[config.mk]
export PLATFORM = sky130hd
export DESIGN_NAME = mem_arbiter
export DESIGN_NICKNAME = d
export VERILOG_FILES = /design/src/rtl/mem_arbiter_pkg.sv /design/src/rtl/mem_arbiter_rr_priority_picker.sv /design/src/rtl/mem_arbiter.sv
export SDC_FILE = /design/constraint.sdc
export NUM_CORES = 1
export LEC_CHECK = 0
export CORE_MARGIN = 10
export CORE_UTILIZATION = 35
export CTS_CLUSTER_DIAMETER = 40
export DETAILED_ROUTE_END_ITERATION = 16
export MAX_ROUTING_LAYER = met4
export PLACE_DENSITY = 0.78
export SLEW_MARGIN = 20
export SYNTH_ARGS = -nofsm -noshare
export SYNTH_HDL_FRONTEND = slang
export SYNTH_SLANG_ARGS = --single-unit
[constraint.sdc]
create_clock -name clock -period 2.6 [get_ports clock]
set_input_delay 0.65 -clock clock [delete_from_list [all_inputs] [get_ports clock]]
set_output_delay 0.65 -clock clock [all_outputs]
set_load 0.01 [all_outputs]
[src/rtl/mem_arbiter_pkg.sv]
// Shared types and defaults for the graph-memory arbiter and its round-robin picker.
package mem_arbiter_pkg;

  localparam int unsigned DEFAULT_NUM_REQ        = 4;
  localparam int unsigned DEFAULT_TIMEOUT_CYCLES = 255;
  localparam int unsigned DEFAULT_MADDR_WIDTH    = 16;
  localparam int unsigned DEFAULT_MDATA_WIDTH    = 16;

  typedef enum logic [1:0] {
    ArbIdle = 2'd0,
    ArbBusy = 2'd1,
    ArbResp = 2'd2
  } arb_state_e;

  // Wraps a requester index into 0..n-1; n need not be a power of two.
  function automatic int unsigned rr_wrap(input int unsigned v, input int unsigned n);
    return v % n;
  endfunction

endpackage

[src/rtl/mem_arbiter_rr_priority_picker.sv]
// Combinational round-robin picker: first set request bit at or after i_ptr, wrapping.
module mem_arbiter_rr_priority_picker
  import mem_arbiter_pkg::*;
#(
  parameter int unsigned NUM_REQ   = DEFAULT_NUM_REQ,
  parameter int unsigned IDX_WIDTH = 2
) (
  input  logic [NUM_REQ-1:0]   i_req,
  input  logic [IDX_WIDTH-1:0] i_ptr,
  output logic                 o_found,
  output logic [IDX_WIDTH-1:0] o_idx
);

  logic [IDX_WIDTH-1:0] w_cand;

  always_comb begin
    o_found = 1'b0;
    o_idx   = '0;
    w_cand  = '0;
    for (int unsigned i = 0; i < NUM_REQ; i++) begin
      w_cand = IDX_WIDTH'(rr_wrap(32'(i_ptr) + i, NUM_REQ));
      if (!o_found && i_req[w_cand]) begin
        o_found = 1'b1;
        o_idx   = w_cand;
      end
    end
  end

endmodule

[src/rtl/mem_arbiter.sv]
// Round-robin arbiter for the single graph-memory port: one outstanding read/write at a
// time, registered outputs, and a watchdog that aborts a transaction the memory never acks.
module mem_arbiter
  import mem_arbiter_pkg::*;
#(
  parameter int unsigned NUM_REQ        = DEFAULT_NUM_REQ,
  parameter int unsigned REQ_IDX_WIDTH  = 2,
  parameter int unsigned MADDR_WIDTH    = DEFAULT_MADDR_WIDTH,
  parameter int unsigned MDATA_WIDTH    = DEFAULT_MDATA_WIDTH,
  parameter int unsigned TIMEOUT_CYCLES = DEFAULT_TIMEOUT_CYCLES,
  parameter int unsigned TIMEOUT_WIDTH  = 8
) (
  input  logic                           clock,
  input  logic                           reset,
  input  logic [NUM_REQ-1:0]             req_valid,
  input  logic [NUM_REQ-1:0]             req_write,
  input  logic [NUM_REQ*MADDR_WIDTH-1:0] req_addr,
  input  logic [NUM_REQ*MDATA_WIDTH-1:0] req_wdata,
  output logic [NUM_REQ-1:0]             grant,
  output logic [NUM_REQ-1:0]             resp_valid,
  output logic                           resp_error,
  output logic [MDATA_WIDTH-1:0]         resp_data,
  output logic [MADDR_WIDTH-1:0]         mem_addr,
  output logic [MDATA_WIDTH-1:0]         mem_wdata,
  output logic                           mem_read_enable,
  output logic                           mem_write_enable,
  input  logic [MDATA_WIDTH-1:0]         mem_data,
  input  logic                           mem_ready
);

  localparam bit                       WdogEn   = (TIMEOUT_CYCLES != 0);
  localparam logic [TIMEOUT_WIDTH-1:0] WdogLast = TIMEOUT_WIDTH'(TIMEOUT_CYCLES - 1);

  arb_state_e               r_state;
  logic [REQ_IDX_WIDTH-1:0] r_rr_ptr;
  logic [REQ_IDX_WIDTH-1:0] r_owner;
  logic [TIMEOUT_WIDTH-1:0] r_wdog;
  logic [NUM_REQ-1:0]       r_grant;
  logic [NUM_REQ-1:0]       r_resp_valid;
  logic                     r_resp_error;
  logic [MDATA_WIDTH-1:0]   r_resp_data;
  logic [MADDR_WIDTH-1:0]   r_mem_addr;
  logic [MDATA_WIDTH-1:0]   r_mem_wdata;
  logic                     r_mem_re;
  logic                     r_mem_we;

  logic                     w_found;
  logic [REQ_IDX_WIDTH-1:0] w_idx;
  logic                     w_timeout;

  mem_arbiter_rr_priority_picker #(
    .NUM_REQ   (NUM_REQ),
    .IDX_WIDTH (REQ_IDX_WIDTH)
  ) u_picker (
    .i_req   (req_valid),
    .i_ptr   (r_rr_ptr),
    .o_found (w_found),
    .o_idx   (w_idx)
  );

  assign w_timeout = WdogEn && (r_wdog == WdogLast);

  always_ff @(posedge clock or posedge reset) begin
    if (reset) begin
      r_state      <= ArbIdle;
      r_rr_ptr     <= '0;
      r_owner      <= '0;
      r_wdog       <= '0;
      r_grant      <= '0;
      r_resp_valid <= '0;
      r_resp_error <= 1'b0;
      r_resp_data  <= '0;
      r_mem_addr   <= '0;
      r_mem_wdata  <= '0;
      r_mem_re     <= 1'b0;
      r_mem_we     <= 1'b0;
    end else begin
      unique case (r_state)
        ArbIdle: begin
          if (w_found) begin
            r_owner     <= w_idx;
            r_grant     <= NUM_REQ'(1) << w_idx;
            r_mem_addr  <= req_addr[w_idx*MADDR_WIDTH +: MADDR_WIDTH];
            r_mem_wdata <= req_wdata[w_idx*MDATA_WIDTH +: MDATA_WIDTH];
            r_mem_re    <= !req_write[w_idx];
            r_mem_we    <= req_write[w_idx];
            r_wdog      <= '0;
            r_state     <= ArbBusy;
          end
        end
        ArbBusy: begin
          r_wdog <= r_wdog + TIMEOUT_WIDTH'(1);
          // A real ack beats a watchdog expiry landing on the same edge.
          if (mem_ready) begin
            r_mem_re     <= 1'b0;
            r_mem_we     <= 1'b0;
            r_resp_data  <= r_mem_re ? mem_data : '0;
            r_resp_valid <= r_grant;
            r_resp_error <= 1'b0;
            r_state      <= ArbResp;
          end else if (w_timeout) begin
            r_mem_re     <= 1'b0;
            r_mem_we     <= 1'b0;
            r_resp_data  <= '0;
            r_resp_valid <= r_grant;
            r_resp_error <= 1'b1;
            r_state      <= ArbResp;
          end
        end
        ArbResp: begin
          r_resp_valid <= '0;
          r_resp_error <= 1'b0;
          r_resp_data  <= '0;
          r_grant      <= '0;
          r_mem_addr   <= '0;
          r_mem_wdata  <= '0;
          r_wdog       <= '0;
          r_rr_ptr     <= REQ_IDX_WIDTH'(rr_wrap(32'(r_owner) + 32'd1, NUM_REQ));
          r_state      <= ArbIdle;
        end
        default: r_state <= ArbIdle;
      endcase
    end
  end

  assign grant            = r_grant;
  assign resp_valid       = r_resp_valid;
  assign resp_error       = r_resp_error;
  assign resp_data        = r_resp_data;
  assign mem_addr         = r_mem_addr;
  assign mem_wdata        = r_mem_wdata;
  assign mem_read_enable  = r_mem_re;
  assign mem_write_enable = r_mem_we;

endmodule
==> impl_metrics.ini <==
[cts]
htree_levels = 3
cts_tree = built
post_cts_buffers = 0
numCtsBuffers = 9
cts.reportedPaths.clkPinSlew_ns = 0.07
ctsHoldBuffers = 0
cts-root-to-sink-buffers = 2
clk_latency_ns = 0.33
clock-root-buffer = clkbuf_8
ctsResizeCount = 0
cts.sinks = 73

[floorplan]
pin_count = 214
core_area_sq_mm = 0.0104
die_h_um = 123
die_area_sq_mm = 0.0152
chipWidth_um = 123
row_count = 37
initial_utilization_pct = 36.0

[setup_path]
cp_max_fo = 33
crit_start = req_valid[0]
crit_type = input port to register
cp-start-kind = input port
arrival_ns = 2.43
r2r-start = r_state[1]
crit_required_ns = 2.80
rr_worst_depth = 6
rrSetupSlack_ns = 0.51
worstSetupEndpointType = register

[drt]
drc_errors = 0
drt_iter0_markers = 285
vias_per_cell = 5.50
ant_nets = 0
wl_per_cell_um = 19.7
dr.pass1.iters = 6
wirelength_um = 14400
vias = 4034

[synth]
yosysSeqAreaShare_pct = 48.9
netlist_area_sq_mm = 0.00374
synthFlopType = dfrtp_1
postSynthAreaPerCell_sq_um = 9.81
postSynthCellCount = 381
ys_ff_latch = 73
synth_fp_nets = 542
async_flop_share_pct = 100
synth_cell_types = 40
yosysWarnings = 0
synth_edf_count = 0

[timing]
setup_tns_ns = 0
tightest_slew_ns = 0.907
relSlewSlack_pct = 39.3
timing.final.crit_share_pct = 85.6
hold_viol = 0
rsz0062_at_grt = no
setup_viol = 0
max_freq_mhz = 450
slew_viol_final = 0
skew_ns = 0.0149
min_period_ns = 2.22
holdWs_ns = 0.474

[layout]
fin_util_pct = 60.1
area_delta_synth_final_pct = 66.8
drive_gt1_share_pct = 7.87
nets = 753
antenna_cells = 0

[status]
outcome = complete, no violations

[worst_hold_path]
holdCritPathClass = register to register
min_from = resp_error
whs_path_depth = 2

[pwr]
ir_drop_uv = 458
power_leakage_nw = 2.49
finalPower_mw = 5.75
p_per_area_mw_per_mm2 = 923

[grt]
antenna_found_initial = 0
grt_max_degree = 74
first_global_vias = 4191
grt.total_usage_pct = 18.5
overflow = 0
grt_first_pass_wirelength_um = 21700

[placed_design]
place.gp.congestion = 0.780
port_buffers = 213
hpwl_um = 11400

[run]
cap_violations = 0
==> synth_stat cells, types with 2 or more instances <==
| cell | instances | area share (%) |
|---|---|---|
| nand3_1 | 6 | 0.80 |
| nor3_1 | 6 | 0.80 |
| ha_1 | 6 | 2.0 |
| buf_2 | 11 | 1.5 |
| o21ai_1 | 50 | 6.7 |
| a22oi_1 | 32 | 6.4 |
| dfrtp_1 | 73 | 49 |
| o31ai_1 | 3 | 0.60 |
| o21ai_2 | 3 | 0.70 |
| a21oi_1 | 11 | 1.5 |
| nor2_1 | 9 | 0.90 |
| nand3b_1 | 2 | 0.40 |
| inv_1 | 8 | 0.80 |
| buf_6 | 7 | 2.1 |
| mux2_2 | 3 | 0.90 |
| nand2b_1 | 7 | 1.2 |
| nor2b_1 | 2 | 0.33 |
| a222oi_1 | 32 | 8.6 |
| clkbuf_1 | 11 | 1.1 |
| mux2i_1 | 3 | 0.80 |
| o22ai_1 | 2 | 0.33 |
| o21ai_0 | 19 | 2.5 |
| nand2_1 | 56 | 5.6 |
| and3_1 | 2 | 0.33 |
| buf_4 | 2 | 0.40 |
==> stage by stage <==
| step | instances | setup WS (ns) | area, sq um |
|---|---|---|---|
| finish | 733 | 0.376 | 6230 |
| global route | 733 | 0.258 | 6230 |
| CTS | 733 | 0.394 | 6230 |
| detailed placement | 717 | 0.0378 | 6050 |
| global placement | 717 | 0.109 | 6050 |
| floorplan | 381 | 0.0967 | 3740 |
==> sequential cells by signal, indices dropped and copies added, names as in the netlist <==
signal,count
mem_addr,16
mem_wdata,16
resp_data,16
r_wdog,8
grant,4
resp_valid,4
r_owner,2
r_rr_ptr,2
r_state,2
mem_read_enable,1
mem_write_enable,1
resp_error,1
==> worst paths after layout <==
kind,end
worst max-delay path,mem_wdata[14]
worst min-delay path,resp_error
worst max register to register,resp_data[13]
worst min register to register,resp_error
max in group asynchronous,mem_wdata[14]
min in group asynchronous,mem_wdata[6]
==> worst max-delay path, cell delays in order <==
cell and delay, ns:
clkdlybuf4s50_1 0.57, nor2b_4 0.19, o22a_1 0.16, o22ai_1 0.06, and2_1 0.19, buf_12 0.17
a222oi_1 0.29, o21ai_1 0.11
==> cell families (layout without fill, tap and decap cells) <==
family,count (synthesis),in the layout,share of synthesized area [%]
compound gates,161,161,29.7
xor+xnor,1,1,0.234
fa+ha+maj,6,6,2.01
buf+inv,39,255,5.89
flops,73,73,48.9
mux,6,6,1.71
simple gates,95,95,11.6
==> area by class of cell <==
type                    instances  area [sq um]
inverters                       8          30.0
repair buffers                231          2330
flip-flops and latches         73          1830
clock inverters                 4          27.5
fillers                       890          4140
multi-input cells             269          1690
clock buffers                  12           155
well taps                     136           170
==> layer usage <==
metal  GRT usage, %  routed length [um]  share of wire, %
met2           30.5                7170                50
met3           7.02                1360               9.4
met5              -                   0                 0
met4           5.02                 224               1.6
met1           20.7                5660                39
==> power by group <==
part	internal [mW]	switching [mW]
clock network	0.400	0.427
logic	1.53	1.58
registers	1.54	0.273
total	3.47	2.28
==> cell usage in the layout (no fill, tap or decap), types with 5 or more instances in the layout <==
| cell type | netlist | final |
|---|---|---|
| buf_4 | 2 | 13 |
| a22oi_1 | 32 | 32 |
| nor3_1 | 6 | 6 |
| dfrtp_1 | 73 | 73 |
| clkbuf_8 | 0 | 11 |
| buf_12 | 0 | 5 |
| nand2b_1 | 7 | 7 |
| o21ai_1 | 50 | 50 |
| nand2_1 | 56 | 56 |
| nand3_1 | 6 | 6 |
| a21oi_1 | 11 | 11 |
| inv_1 | 8 | 7 |
| nor2_1 | 9 | 8 |
| ha_1 | 6 | 6 |
| a222oi_1 | 32 | 32 |
| clkdlybuf4s50_1 | 0 | 213 |
| o21ai_0 | 19 | 19 |
Power figures use the tool's default switching activity.
==> edit, RTL diff (config.mk and constraints unchanged) <==
The 3 states of `arb_state_e` get a one-hot encoding in 3 bits.
--- a/src/rtl/mem_arbiter_pkg.sv
+++ b/src/rtl/mem_arbiter_pkg.sv
@@ -6,10 +6,10 @@
   localparam int unsigned DEFAULT_MADDR_WIDTH    = 16;
   localparam int unsigned DEFAULT_MDATA_WIDTH    = 16;
 
-  typedef enum logic [1:0] {
-    ArbIdle = 2'd0,
-    ArbBusy = 2'd1,
-    ArbResp = 2'd2
+  typedef enum logic [2:0] {
+    ArbIdle = 3'b001,
+    ArbBusy = 3'b010,
+    ArbResp = 3'b100
   } arb_state_e;
 
   // Wraps a requester index into 0..n-1; n need not be a power of two.
Check against the original RTL: same outputs for any inputs over 4 cycles, from zero or initial values and one cycle with reset high; so few cycles prove little.
==> edit against the original RTL <==
- clock skew down 7.4 ps
- synthesized area up 5.1%
- sequential cell count up 1
- sequential share of layout area down 0.75 points
- setup slack worse by 16 ps
- final area up 4.1%
- wire length down 0.71%
- power up 11%
- clock power about the same
- critical path type unchanged
- highest routed layer unchanged
==> edit: results (changes against the original RTL) <==
[global_routing]
track_usage=0.180  ; -0.00535
grt_pass1_vias=4207  ; +0.38%
grt_pass1_wl_um=22500  ; +3.8%

[setup_path]
worstSetupStartpoint=req_valid[0]
worstPathRequired_ps=2830  ; +30 ps
r2r-start=r_state[2]$_DFFE_PP0P_
crit_fanout=14  ; -58%

[clock_tree]
worstSkewPairLatency_ps=350  ; +20 ps
h-tree-depth=3  ; unchanged

[route]
first_pass_iters=5  ; -1
drt_iter0_markers=213  ; -25%
dr_total_vias=3767  ; -6.6%
wirelength_um=14300  ; -0.71%

[finish]
instances_no_fill=719  ; -1.9%
nFillCells=913  ; +2.6%
nNetsFinal=731  ; -2.9%
drive_gt1_frac=0.136  ; +0.0577

[place]
globalplace.congestion=0.863  ; +11%
hpwl_um=11300  ; -0.41%
dpl_cell_area_um2=6310  ; +4.3%
post-place-ws_ps=-7.53  ; -45.3 ps

[status]
run_status=finished, final reports clean

[logic_synthesis]
yosysSeqAreaShare=0.472  ; -0.0168
synth_cell_type_count=51  ; +28%
synth_commonest_cells=dfrtp_1, and2_1, a22oi_1
synth_cells=358  ; -6.0%
synthTopCellsByArea=dfrtp_1, a221oi_2, a22oi_1, and2_1, a22o_1

[pwr]
peakVddDrop_v=0.000459  ; +0.10%
internal-power_mw=3.94  ; +14%

[timing]
fin_worst_skew_ps=7.49  ; -7.39 ps

[hold_path]
worstHoldStart=resp_data[14]$_DFFE_PP0P_
hold_path_class=register to register

## edit: cell count changes in the layout (fill, tap and decap cells not counted), sizes merged, moves of 17 or more
cell / change
nand2: -30
a221oi: +33
o21ai: -27
and2: +32
a222oi: -32
a22o: +17
## edit: worst register-to-register path: cells and delay by family, from the launching register on
family	cells	cell delay, ps
flip-flops	1	460
AND/OR/NAND/NOR	3	1070
buffers and inverters	1	210
AO/OA/AOI/OAI	1	210
## edit: routing by layer
| layer | GRT usage | share of wire | vias up |
|---|---|---|---|
| met5 | - | 0 | - |
| met4 | 0.0610 | 0.020 | 0 |
| met3 | 0.0772 | 0.090 | 24 |
| met2 | 0.289 | 0.48 | 180 |
| met1 | 0.197 | 0.41 | 1769 |
| li1 | - | - | 1794 |
## edit: stage by stage
stage	hold slack [ps]	setup TNS, ps	util
floorplan	459	0	-
global placement	480	0	0.580
detailed placement	484	-17.6	0.580
CTS	508	0	0.596
global route	515	0	0.596
finish	503	0	0.596
## edit: path summary, 6_finish.rpt
kind	slack (ps)	cells past startpoint	to
worst max register to register	540	5	resp_data[15]$_DFFE_PP0P_
worst max-delay path	360	8	mem_addr[7]$_DFFE_PP0P_
worst min register to register	500	1	resp_data[14]$_DFFE_PP0P_
max in group asynchronous	1350	3	r_state[0]$_DFFE_PP1P_
min in group asynchronous	570	2	resp_data[7]$_DFFE_PP0P_
worst min-delay path	500	1	resp_data[14]$_DFFE_PP0P_
## edit: layout make-up
class | count | area share
Clock buffer | 9 | 0.0191
Multi-Input combinational cell | 251 | 0.292
Tap cell | 140 | 0.0270
Sequential cell | 74 | 0.286
Clock inverter | 7 | 0.00810
Inverter | 4 | 0.00231
Timing Repair Buffer | 234 | 0.366
## edit: power by group through the flow
stage / combinational, mW / sequential, mW / clock, mW
2_1_floorplan: 1.72 / 2.13 / 0
3_3_place_gp: 3.51 / 1.98 / 0
3_5_place_dp: 3.60 / 1.99 / 0
4_1_cts: 3.61 / 1.98 / 0.850
5_1_grt: 3.89 / 2.05 / 0.905
6_report: 3.55 / 1.98 / 0.828
## edit: kinds of logic after synthesis
kind of cell    after synthesis  synth area share
compound gates              152             0.324
xor+xnor                      5            0.0112
fa+ha+maj                     2           0.00637
buf+inv                      33            0.0516
flops                        74             0.472
mux                           1           0.00255
simple gates                 91             0.132
